File: config.mk
export PLATFORM = sky130hd
export DESIGN_NAME = regbus_arbiter
export DESIGN_NICKNAME = d
export VERILOG_FILES = /design/src/rtl/regbus_arbiter.sv
export SDC_FILE = /design/constraint.sdc
export NUM_CORES = 1
export LEC_CHECK = 0
export ABC_AREA = 1
export CAP_MARGIN = 20
export CORE_MARGIN = 3
export CORE_UTILIZATION = 40
export DETAILED_ROUTE_END_ITERATION = 12
export PLACE_DENSITY = 0.77
export SYNTH_ARGS = -nofsm -noshare
export SYNTH_HDL_FRONTEND = slang
export SYNTH_SLANG_ARGS = --single-unit
File: constraint.sdc
create_clock -name clk -period 2.77 [get_ports clk]
set_input_delay 0.4155 -clock clk [delete_from_list [all_inputs] [get_ports clk]]
set_output_delay 0.4155 -clock clk [all_outputs]
set_load 0.01 [all_outputs]
File: src/rtl/regbus_arbiter.sv
// Round-robin sequencer for the 8-register byte file's single transfer port.
// Each granted move is a READ phase (mux select + settle + capture) followed by one WRITE cycle.

module regbus_arb_slot #(
  parameter int IDX = 0
) (
  input  logic [1:0] owner,
  input  logic       own_phase,
  input  logic       wr_phase,
  output logic       gnt,
  output logic       ack
);
  logic mine;
  assign mine = (owner == 2'(IDX));
  assign gnt  = mine & own_phase;
  assign ack  = mine & wr_phase;
endmodule

module regbus_arbiter #(
  parameter int RD_WAIT = 0
) (
  input  logic        clk,
  input  logic        rstn,
  input  logic [3:0]  req,
  input  logic [11:0] src,
  input  logic [11:0] dst,
  input  logic [7:0]  rdata,
  output logic [2:0]  rsel,
  output logic        ren,
  output logic [2:0]  wsel,
  output logic        wen,
  output logic [7:0]  wdata,
  output logic [3:0]  gnt,
  output logic [3:0]  ack,
  output logic        busy
);
  localparam int NUM_REQ = 4;

  typedef enum logic [1:0] {IDLE, READ, WRITE} state_t;

  state_t                    state, state_nx;
  logic [1:0]                ptr, owner, pick, idx;
  logic [2:0]                cnt, src_l, dst_l;
  logic [7:0]                tmp;
  logic                      found, any_req, rd_done;
  logic [NUM_REQ-1:0][2:0]   src_v, dst_v;

  assign src_v   = src;
  assign dst_v   = dst;
  assign any_req = |req;
  assign rd_done = (cnt == 3'(RD_WAIT));

  // First set request scanning upward from ptr, wrapping mod 4.
  always_comb begin
    pick  = ptr;
    idx   = '0;
    found = 1'b0;
    for (int k = 0; k < NUM_REQ; k++) begin
      idx = ptr + 2'(k);
      if (!found && req[idx]) begin
        pick  = idx;
        found = 1'b1;
      end
    end
  end

  always_ff @(posedge clk or negedge rstn) begin
    if (!rstn) state <= IDLE;
    else       state <= state_nx;
  end

  always_comb begin
    state_nx = state;
    case (state)
      IDLE:    if (any_req) state_nx = READ;
      READ:    if (rd_done) state_nx = WRITE;
      WRITE:   state_nx = IDLE;
      default: state_nx = IDLE;
    endcase
  end

  always_ff @(posedge clk or negedge rstn) begin
    if (!rstn) begin
      ptr   <= '0;
      owner <= '0;
      cnt   <= '0;
      tmp   <= '0;
      src_l <= '0;
      dst_l <= '0;
    end else begin
      case (state)
        IDLE: if (any_req) begin
          owner <= pick;
          src_l <= src_v[pick];
          dst_l <= dst_v[pick];
          cnt   <= '0;
        end
        READ: begin
          if (rd_done) tmp <= rdata;
          else         cnt <= cnt + 3'd1;
        end
        WRITE: ptr <= owner + 2'd1;
        default: ;
      endcase
    end
  end

  // Outputs come only from registered state and latched fields.
  assign rsel  = (state == READ)  ? src_l : 3'd0;
  assign ren   = (state == READ);
  assign wsel  = (state == WRITE) ? dst_l : 3'd0;
  assign wen   = (state == WRITE);
  assign wdata = (state == WRITE) ? tmp : 8'd0;
  assign busy  = (state != IDLE);

  for (genvar i = 0; i < NUM_REQ; i++) begin : g_slot
    regbus_arb_slot #(.IDX(i)) u_slot (
      .owner     (owner),
      .own_phase (state != IDLE),
      .wr_phase  (state == WRITE),
      .gnt       (gnt[i]),
      .ack       (ack[i])
    );
  end
endmodule

==> flow_summary_export.csv <==
group,metric,value,unit
clock_tree,h-tree-depth,1,
clock_tree,postCtsHoldBufs,0,
power,p_leak,0.00124,uW
worst_setup_path,crit_fanout,18,
finish,multi_input_area,992,sq um
global_route,grt_pass1_vias,1559,
clock_tree,numCtsBuffers,3,
place,placed_area,2410,sq um
place,gp_congestion,0.848,
logic_synthesis,yosysSeqAreaShare,31.3,%
route,drc_errors,0,
worst_setup_path,critical_path.startpoint_type,"flip-flop",
route,vias,1754,
run,maxCapViolCount,0,
global_route,grt_max_degree,24,
clock_tree,cts_max_path_buffers,2,
logic_synthesis,synthCells,277,
route,dr.pass1.iters,4,
worst_setup_path,crit_family,"buffers and inverters",
route,wire_per_inst,10.8,um
timing,totalNegativeSetupSlack,0,ps
global_route,overflow,0,
die,initial_core_util,41.9,%
logic_synthesis,synth.area.top_cells,"dfrtp_1 (31%), nand2_1 (20%), nand2_2 (8.2%), inv_1 (6.5%), nor2_1 (5.5%)",
power,vdd_drop_max,0.532,mV
worst_setup_path,worstPathCellList,"inv_1 > nand2_1 > nor2_1 > clkdlybuf4s50_1",
worst_setup_path,cpMaxStageDelayCell,"clkdlybuf4s50_1",
finish,num-fill-cells,442,
clock_tree,numClockSinks,23,
worst_setup_path,slowest_delay,580,ps
die,core_area,4380,sq um
logic_synthesis,yosys_register_bits,23,
logic_synthesis,ys.warnings.count,0,
die,num_rows,24,
min_path,holdCritPathClass,"flip-flop to flip-flop",
timing,setup_viol,0,
worst_setup_path,crit_type,"flip-flop to output pin",
timing,clock_skew,7.89,ps
timing,timing.fmax,444,MHz
logic_synthesis,avgSynthCellArea,6.64,sq um
timing,tightest_slew,581,ps
die,io_pins,63,
power,total_power,2640,uW
logic_synthesis,synth_top_cell_area_share,31.3,%
logic_synthesis,synth.distinct_cells,23,
die,die_w,73.8,um
timing,relSlewSlack,61.2,%
global_route,gr-usage-all-layers,16.0,%
finish,layout-drive-gt1-share,12.8,%
clock_tree,cts_tree,"yes",
timing,hold_violations,0,
finish,antenna_cells,0,
timing,drv_slew,0,
timing,fin_crit,2250,ps
route,drtIter0Drc,82,
clock_tree,clk_pin_slew,80,ps
timing,rsz0062_at_grt,"false",
clock_tree,postCtsSetupBuffers,0,
finish,finalNetCount,374,
worst_setup_path,path_buf_inv,2,
clock_tree,clockRootBuffer,"clkbuf_8",
logic_synthesis,synth_area,1840,sq um
timing,min_period_over_period,81.4,%
global_route,antenna_found_initial,0,
timing,whs,484,ps
clock_tree,clock_latency,260,ps
finish,syn_to_final_growth,33.5,%
die,die_h,73.8,um
global_route,grt_pass1_wl,6780,um
die,dieArea,5440,sq um
worst_setup_path,worstPathRequired,2350,ps
route,postRouteAntennaNets,0,
worst_setup_path,cp-end-kind,"output pin",
power,power_density,1070,nW/um^2
finish,design_area,2450,sq um
route,vias_per_cell,4.60,
place,io_buffers,62,
finish,ff_latch_area,576,sq um
place,hpwl,3280,um
logic_synthesis,synth_top_area_cell,"dfrtp_1",
outcome,status,"finished, final reports clean",
logic_synthesis,syn-num-nets,321,
route,routed_wl,4110,um
worst_setup_path,worstPathArrival,1840,ps
clock_tree,cts_resized,0,
metal layers:
| layer | global-route usage (%) | vias to the layer above | share of wire [%] |
|---|---|---|---|
| met3 | 1.78 | 4 | 3.3 |
| met2 | 27.7 | 39 | 51 |
| li1 | - | 928 | - |
| met5 | 0 | - | 0 |
| met4 | 5.43 | 0 | 1.5 |
| met1 | 20.5 | 783 | 44 |
cell families (layout without fill, tap and decap cells):
| kind of cell | count (synthesis) | count (layout) | share of synthesized area (%) |
|---|---|---|---|
| xor+xnor | 1 | 1 | 0.477 |
| flops | 23 | 23 | 31.3 |
| compound gates | 14 | 14 | 3.81 |
| fa+ha+maj | 6 | 6 | 4.08 |
| buf+inv | 53 | 105 | 14.7 |
| simple gates | 180 | 180 | 45.6 |
synthesized netlist by cell type:
library cell  number
inv_2              3
nand2_1           99
buf_6              3
ha_1               6
nor2_2             1
clkinv_1           2
nor2_8             1
nand3_2            2
clkbuf_1           2
buf_4              8
nand2_4            3
buf_12             1
xor2_1             1
buf_2              2
nor2_4             1
nor4_1             1
nand3_4            1
nand2_2           24
inv_1             32
dfrtp_1           23
o21ai_0           14
nor2_1            27
nand3_1           20
flip-flops by register name (all words and copies together), names as in the netlist:
register,flops
tmp,8
cnt,3
dst_l,3
src_l,3
owner,2
ptr,2
state,2
layout by cell type (no fill, tap or decap), drive strengths merged:
cell,n
dfrtp,23
buf,2
xor2,1
o21ai,14
clkdlybuf4s50,62
nand2,126
nand3,23
inv,35
nor2,30
nor4,1
clkinv,3
clkbuf,3
ha,6
power breakdown:
part           leakage [uW]  internal (uW)  total (uW)  switching (uW)
clock             0.0000255            100         206             106
sequential         0.000290            487         572            84.5
combinational      0.000926            693        1860            1160
worst min-delay path: cells and delay by family, from the launching register on:
kind | cells | cell delay, ps
AND/OR/NAND/NOR | 2 | 110
flip-flops | 1 | 350
final timing paths:
kind | slack (ps) | depth (start not counted) | from | endpoint
max | 520 | 4 | state[0] | wsel[1]
min | 480 | 2 | src_l[0] | src_l[0]
max reg2reg | 750 | 15 | ptr[1] | src_l[0]
min reg2reg | 480 | 2 | src_l[0] | src_l[0]
max in group asynchronous | 2040 | 2 | rstn | src_l[0]
min in group asynchronous | 500 | 2 | rstn | tmp[4]
area by class of cell:
class / count / share of cell area, %
inverters: 37 / 5.66
clock inverters: 1 / 0.204
multi-input cells: 201 / 40.4
clock buffers: 3 / 1.68
well taps: 52 / 2.65
flip-flops and latches: 23 / 23.5
repair buffers: 64 / 25.9
stage by stage:
stage / util, % / instances / setup slack, ps
after floorplan: - / 277 / 1070
after global placement: 54.9 / 377 / 486
after detailed placement: 54.9 / 377 / 408
after CTS: 56.0 / 381 / 471
after global routing: 56.0 / 381 / 363
final: 56.0 / 381 / 516
No activity file was read; power rests on OpenSTA's default activity.
